--- src/rtl/serial_feeder_pkg.sv ---
// Shared definitions for the serial_feeder block.
// Holds the FSM state encoding and the default word/gap sizes used as
// parameter defaults by serial_feeder and feeder_shreg.
package serial_feeder_pkg;

   localparam int unsigned DEF_WIDTH = 8;
   localparam int unsigned DEF_GAP   = 1;

   typedef enum logic [1:0] {
      ST_IDLE  = 2'b00,
      ST_SHIFT = 2'b01,
      ST_GAP   = 2'b10
   } state_e;

endpackage

--- src/rtl/feeder_shreg.sv ---
// Loadable shift register feeding the serial output of serial_feeder.
// The head bit is the bit currently presented; shifting moves the next
// bit into the head position.
// Ports:
//   clk      rising-edge clock
//   rst_n    asynchronous active-low reset, clears the register
//   load_i   capture din_i (takes priority over shift_i)
//   shift_i  advance one position toward the head
//   din_i    parallel word
//   head_o   current head bit (din_i[0] first, or din_i[WIDTH-1] when MSB_FIRST)
module feeder_shreg
   import serial_feeder_pkg::*;
#(
   parameter int unsigned WIDTH     = DEF_WIDTH,
   parameter int unsigned MSB_FIRST = 0
) (
   input  logic             clk,
   input  logic             rst_n,
   input  logic             load_i,
   input  logic             shift_i,
   input  logic [WIDTH-1:0] din_i,
   output logic             head_o
);

   logic [WIDTH-1:0] sr_q;
   logic [WIDTH-1:0] sr_d;

   always_comb begin
      sr_d = sr_q;
      if (load_i) begin
         sr_d = din_i;
      end else if (shift_i) begin
         if (MSB_FIRST != 0) begin
            sr_d = {sr_q[WIDTH-2:0], 1'b0};
         end else begin
            sr_d = {1'b0, sr_q[WIDTH-1:1]};
         end
      end
   end

   always_ff @(posedge clk or negedge rst_n) begin
      if (!rst_n) begin
         sr_q <= '0;
      end else begin
         sr_q <= sr_d;
      end
   end

   assign head_o = (MSB_FIRST != 0) ? sr_q[WIDTH-1] : sr_q[0];

endmodule

--- src/rtl/serial_feeder.sv ---
// Parallel-to-serial stimulus stage driving the enable (E) and data (x)
// inputs of a downstream two-input state machine. A word accepted through
// load/ready is presented one bit per clock with E=1, followed by GAP idle
// cycles with E=0. hold freezes the stream while shifting.
// Ports:
//   clk    rising-edge clock
//   reset  asynchronous active-low reset
//   din    WIDTH-bit word, sampled only on an accepted load
//   load   load request, accepted on a rising edge while ready=1
//   hold   pause request, effective only while shifting
//   ready  high in IDLE
//   E      high while shifting and hold=0
//   x      current serial bit, 0 outside SHIFT
//   done   high while the last bit is presented with E=1
//   busy   high in SHIFT and GAP
module serial_feeder
   import serial_feeder_pkg::*;
#(
   parameter int unsigned WIDTH     = DEF_WIDTH,
   parameter int unsigned GAP       = DEF_GAP,
   parameter int unsigned MSB_FIRST = 0
) (
   input  logic             clk,
   input  logic             reset,
   input  logic [WIDTH-1:0] din,
   input  logic             load,
   input  logic             hold,
   output logic             ready,
   output logic             E,
   output logic             x,
   output logic             done,
   output logic             busy
);

   localparam int unsigned     CW       = $clog2(WIDTH);
   localparam logic [CW-1:0]   LAST_BIT = CW'(WIDTH - 1);
   localparam logic [3:0]      GAP_LOAD = (GAP == 0) ? 4'd0 : 4'(GAP - 1);

   state_e          state_q;
   state_e          state_d;
   logic [CW-1:0]   bit_q;
   logic [CW-1:0]   bit_d;
   logic [3:0]      gap_q;
   logic [3:0]      gap_d;
   logic            sr_load;
   logic            sr_shift;
   logic            head;

   feeder_shreg #(
      .WIDTH     (WIDTH),
      .MSB_FIRST (MSB_FIRST)
   ) u_shreg (
      .clk     (clk),
      .rst_n   (reset),
      .load_i  (sr_load),
      .shift_i (sr_shift),
      .din_i   (din),
      .head_o  (head)
   );

   always_comb begin
      state_d  = state_q;
      bit_d    = bit_q;
      gap_d    = gap_q;
      sr_load  = 1'b0;
      sr_shift = 1'b0;
      case (state_q)
         ST_IDLE: begin
            if (load) begin
               sr_load = 1'b1;
               bit_d   = '0;
               state_d = ST_SHIFT;
            end
         end
         ST_SHIFT: begin
            // hold freezes register, counter and state for this edge
            if (!hold) begin
               sr_shift = 1'b1;
               if (bit_q == LAST_BIT) begin
                  bit_d = '0;
                  if (GAP == 0) begin
                     state_d = ST_IDLE;
                  end else begin
                     state_d = ST_GAP;
                     gap_d   = GAP_LOAD;
                  end
               end else begin
                  bit_d = bit_q + CW'(1);
               end
            end
         end
         ST_GAP: begin
            if (gap_q == 4'd0) begin
               state_d = ST_IDLE;
            end else begin
               gap_d = gap_q - 4'd1;
            end
         end
         default: begin
            state_d = ST_IDLE;
         end
      endcase
   end

   always_ff @(posedge clk or negedge reset) begin
      if (!reset) begin
         state_q <= ST_IDLE;
         bit_q   <= '0;
         gap_q   <= '0;
      end else begin
         state_q <= state_d;
         bit_q   <= bit_d;
         gap_q   <= gap_d;
      end
   end

   assign ready = (state_q == ST_IDLE);
   assign busy  = (state_q == ST_SHIFT) || (state_q == ST_GAP);
   assign E     = (state_q == ST_SHIFT) && !hold;
   assign done  = E && (bit_q == LAST_BIT);
   assign x     = (state_q == ST_SHIFT) && head;

endmodule

--- config.mk ---
export PLATFORM = sky130hd
export DESIGN_NAME = serial_feeder
export DESIGN_NICKNAME = d
export VERILOG_FILES = /design/src/rtl/serial_feeder_pkg.sv /design/src/rtl/feeder_shreg.sv /design/src/rtl/serial_feeder.sv
export SDC_FILE = /design/constraint.sdc
export NUM_CORES = 1
export LEC_CHECK = 0
export BUFFER_PORTS_ARGS = -buffer_cell sky130_fd_sc_hd__clkbuf_2
export CORE_MARGIN = 10
export CORE_UTILIZATION = 40
export CTS_CLUSTER_SIZE = 24
export DETAILED_ROUTE_END_ITERATION = 10
export GPL_TIMING_DRIVEN = 0
export PLACE_DENSITY = 0.64
export SYNTH_ARGS = -nofsm -noshare
export SYNTH_HDL_FRONTEND = slang
export SYNTH_SLANG_ARGS = --single-unit
--- constraint.sdc ---
create_clock -name clk -period 3 [get_ports clk]
set_input_delay 0.45 -clock clk [delete_from_list [all_inputs] [get_ports clk]]
set_output_delay 0.45 -clock clk [all_outputs]
set_load 0.01 [all_outputs]
======== Word level (Yosys, flattened, before mapping) ========
Cells that the tools add are included.
Widths: inputs -> output; s select.
word-level totals
  register bits ........................... 17
  bits of input ports ..................... 12
  word-level logic and storage cells ...... 46
operators by class
  add/sub/neg operators ................... 2
  equality and inequality tests ........... 8
  mux-type cells .......................... 19
  reductions and logical operators ........ 13
operators with widths
  operator             count
  $mux 8               2
  $mux 4               3
  $mux 3               3
  $mux 2               4
  $ne 2x2->1 const B   4
  $pmux 4 s2           1
  $reduce_and 4->1     2
  $pmux 2 s3           1
  $pmux 3 s2           1
  $reduce_bool 2->1    3
  $logic_not 4->1      1
  $mux 1               4
  $sub 4x1->4 const B  1
  $add 3x1->3 const B  1
  $eq 3x3->1 const B   1
  $logic_and 1x1->1    3
  $reduce_and 3->1     1
  $eq 2x1->1 const B   1
  $eq 2x2->1 const B   1
  $logic_not 2->1      1
  $ne 2x1->1 const B   1
  $logic_not 1->1      1
  $logic_or 1x1->1     1

======== Longest topological paths before layout ========
  depth after elaboration ................. 4
  mapped depth ............................ 7
  mapped depth without buffers ............ 5

======== Hierarchy ========
A second synthesis with hierarchy kept.
unflattened totals
  cells, all modules ...................... 98
  area total of the unflattened synthesis .. 1032.2 um^2
modules (own cells, without submodules)
  module         instances  cells each  area an instance (um^2)  seq. area each (um^2)
  serial_feeder  1          64          663.1                    225.2
  feeder_shreg   1          34          369.1                    200.2

======== Least setup slack after synthesis ========
No wires, ideal clock.
  path type ............................... flip-flop to flip-flop
  start ................................... register gap_q[0]
  end ..................................... register state_q[0]
  arrival ................................. 1.777 ns
  slack ................................... 1.099 ns
  cell stages (with the launch flop) ...... 6
  buffers on the path ..................... 0
  clock period less this slack ............ 1.901 ns
  path through ............................ dfrtp_1 > inv_1 > ha_1 > or3b_4 > a2111oi_4 > mux2_2
on the way
  cells in the longest elaborated chain, start to end .. 3
ends and longest elaborated chain
  what                               RTL line              text
  from (decl)                        serial_feeder.sv:43   logic [3:0] gap_q;
  from (signal assigned)             serial_feeder.sv:113  gap_q <= gap_d;
  $logic_not 4->1                    serial_feeder.sv:93   if (gap_q == 4'd0) begin
  $ne 2x2->1 (no source line)        --
  $reduce_and 4->1 (no source line)  --
  to (signal assigned)               serial_feeder.sv:111  state_q <= state_d;
  to (decl)                          serial_feeder.sv:39   state_e state_q;
Every way passes these cells.
A chain may end at the register's enable or synchronous reset.

======== Worst setup path after layout ========
  start ................................... register state_q[1]
  end ..................................... output port done
on the way
  cells in the longest elaborated chain, start to end .. 3
ends and longest elaborated chain
  what               RTL line              text
  $eq 2x1->1         serial_feeder.sv:119  assign E = (state_q == ST_SHIFT) && !hold;
  $logic_and 1x1->1  serial_feeder.sv:119
  $logic_and 1x1->1  serial_feeder.sv:120  assign done = E && (bit_q == LAST_BIT);
  to (decl)          serial_feeder.sv:31   output logic done,
Every way passes these cells.

==> flow_metrics.env <==
export IMPL_worst_pin_slew_ns=0.484
export IMPL_vias_per_cell=5.16
export IMPL_final_util_pct=47.8
export IMPL_critPathCaptureType="primary output"
export IMPL_vias=805
export IMPL_syn_to_final_growth_pct=13.8
export IMPL_wl_per_cell_um=13.6
export IMPL_ios=17
export IMPL_crit_path_start="state_q[1]"
export IMPL_antennaDiodeCount=0
export IMPL_max_freq_ghz=0.425
export IMPL_ys_seq_elements=17
export IMPL_path_class="reg2out"
export IMPL_fin_tns_setup_ns=0
export IMPL_reg2reg_from="gap_q[0]"
export IMPL_rsz0062_at_grt="no"
export IMPL_top_usage_layer="met2"
export IMPL_yosysMostFrequentCell="dfrtp_1"
export IMPL_root_buffer="clkbuf_4"
export IMPL_syn_cell_area_um2=1050
export IMPL_fillers=237
export IMPL_syn_inst=106
export IMPL_period_share_pct=78.5
export IMPL_drive_above_1_share_pct=21.4
export IMPL_die_h_um=71.2
export IMPL_final_net_count=148
export IMPL_clk_pin_slew_ns=0.10
export IMPL_numClockSinks=17
export IMPL_skew_ns=0.00303
export IMPL_use_met1_pct=10.4
export IMPL_grt_pass1_wl_um=3550
export IMPL_antenna_left=0
export IMPL_cp_start_kind="flip-flop"
export IMPL_antenna_found_initial=0
export IMPL_avgSynthCellArea_um2=9.90
export IMPL_synthTopCellsByCount="dfrtp_1 (17), nand2_1 (14), o21ai_0 (11), ha_1 (9), mux2i_1 (8)"
export IMPL_dieWidth_um=71.2
export IMPL_min_period_ns=2.36
export IMPL_r2r_slack_ns=0.94
export IMPL_gp_congestion=0.729
export IMPL_yosysWarnings=0
export IMPL_drtIter0Drc=63
export IMPL_synth_fp_nets=127
export IMPL_ir_worst_vdd_mv=0.652
export IMPL_grt_pass1_vias=763
export IMPL_synth_top_flop_cell="dfrtp_1"
export IMPL_fp_dieArea_um2=5070
export IMPL_dp_cells=152
export IMPL_cts_setup_buffers=0
export IMPL_power_per_cell_area_nw_per_um2=908
export IMPL_crit_end="done"
export IMPL_min_path_type="in2async"
export IMPL_cp_required_ns=2.55
export IMPL_met3_usage_pct=3.58
export IMPL_fin_area_um2=1190
export IMPL_drc=0
export IMPL_grt_ovfl_total=0
export IMPL_core_rowCount=18
export IMPL_cp_arrival_ns=1.91
export IMPL_r2r_end="state_q[0]"
export IMPL_path_max_fanout=9
export IMPL_post_dp_hpwl_um=1580
export IMPL_synth_area_leaders="dfrtp_1 (41%), ha_1 (11%), mux2i_1 (7.6%)"
export IMPL_static_leakage_power_uw=0.000587
export IMPL_synth_async_reset_ratio_pct=100
export IMPL_relSlewSlack_pct=67.6
export IMPL_first_pass_iters=4
export IMPL_core_area_um2=2500
export IMPL_post_cts_resized=0
export IMPL_port_buffers=16
export IMPL_synth_edff_count=0
export IMPL_grt_use_met2_pct=13.0
export IMPL_dpl_cell_area_um2=1170
export IMPL_cap_violations=0
export IMPL_grt_max_degree=18
export IMPL_tritoncts="yes"
export IMPL_synth_top_area_share_pct=40.5
export IMPL_clk_latency_ns=0.29
export IMPL_hold_viol_final=0
export IMPL_status="completed"
export IMPL_hold_buffers=0
export IMPL_htreeDepth=1
export IMPL_yosysTopAreaCell="dfrtp_1"
export IMPL_yosysUniqueCellTypes=26
export IMPL_ys_seq_area_share_pct=40.5
export IMPL_cts_made_buffers=3
export IMPL_initial_core_util_pct=42.0
export IMPL_final_cells=156
export IMPL_setup_viol=0
export IMPL_track_usage_pct=8.36
export IMPL_reg2reg_depth=5
export IMPL_slew_viol_final=0
export IMPL_routed_wl_um=2120
export IMPL_cts_buffer_depth=2
[worst max-delay path: stages, from the launching register on]
cell      delay (ns)
dfrtp_1         0.41
inv_1           0.12
ha_1            0.16
clkbuf_1        0.29
nand2b_1        0.08
buf_2           0.21
inv_1           0.09
and2_1          0.13
clkbuf_2        0.13
[per-stage QoR]
| step | setup WS [ns] | total power, uW | hold WS (ns) |
|---|---|---|---|
| after floorplan | 1.10 | 829 | 0.154 |
| after global placement | 0.993 | 944 | 0.417 |
| after detailed placement | 0.967 | 967 | 0.422 |
| after CTS | 0.610 | 1100 | 0.0900 |
| after global routing | 0.507 | 1190 | 0.0938 |
| final | 0.645 | 1090 | 0.0781 |
[layer usage]
metal  routed length (um)  up-vias
met5                    0        -
met4                   12        0
met3                  112        2
met2                 1000       17
met1                  991      378
li1                     -      408
[area by class of cell]
cell class              instances  area (um^2)  area share [%]
clock buffers                   3         22.5            1.88
clock inverters                 1         5.00           0.419
repair buffers                 16         80.1            6.70
flip-flops and latches         17          425            35.6
well taps                      30         37.5            3.14
multi-input cells              77          578            48.4
plain buffers                   5         20.0            1.68
inverters                       7         26.3            2.20
[registers in the layout, indices dropped and copies added, names as in the netlist]
signal	flops
u_shreg.sr_q	8
gap_q	4
bit_q	3
state_q	2
[worst min path at each step]
stage,end,cells past startpoint,slack [ns]
floorplan,bit_q[0],0,0.15
global placement,gap_q[2],1,0.42
detailed placement,bit_q[2],1,0.42
CTS,bit_q[1],1,0.09
global route,bit_q[1],1,0.09
finish,gap_q[3],1,0.08
[cells in the final DEF, fill, tap and decap left out]
cell type,instances
a2111oi_4,1
a22o_1,4
and2_1,4
buf_2,1
clkbuf_1,4
clkbuf_2,16
clkbuf_4,3
clkinv_2,1
dfrtp_1,17
ha_1,9
inv_1,7
mux2_2,2
mux2i_1,8
nand2_1,14
nand2b_1,2
nand3_1,3
nand3b_1,1
nor2b_1,3
nor3_1,1
nor3b_1,2
o211ai_1,2
o21ai_0,11
o21bai_1,1
o221ai_1,1
o31ai_1,3
o41ai_1,1
or2_2,2
or2b_1,1
or3b_4,1
[cell families (layout without fill, tap and decap cells)]
| kind of cell | after synthesis | count (layout) | synth area share [%] |
|---|---|---|---|
| mux | 10 | 10 | 9.77 |
| fa+ha+maj | 9 | 9 | 10.7 |
| buf+inv | 12 | 32 | 4.41 |
| simple gates | 34 | 34 | 17.4 |
| compound gates | 24 | 24 | 17.2 |
| flops | 17 | 17 | 40.5 |
[where the power goes]
part	total, uW	internal (uW)	switching, uW
sequential	395	324	70.9
combinational	565	264	300
clock	126	49.6	76.0
No activity file was read; power rests on OpenSTA's default activity.
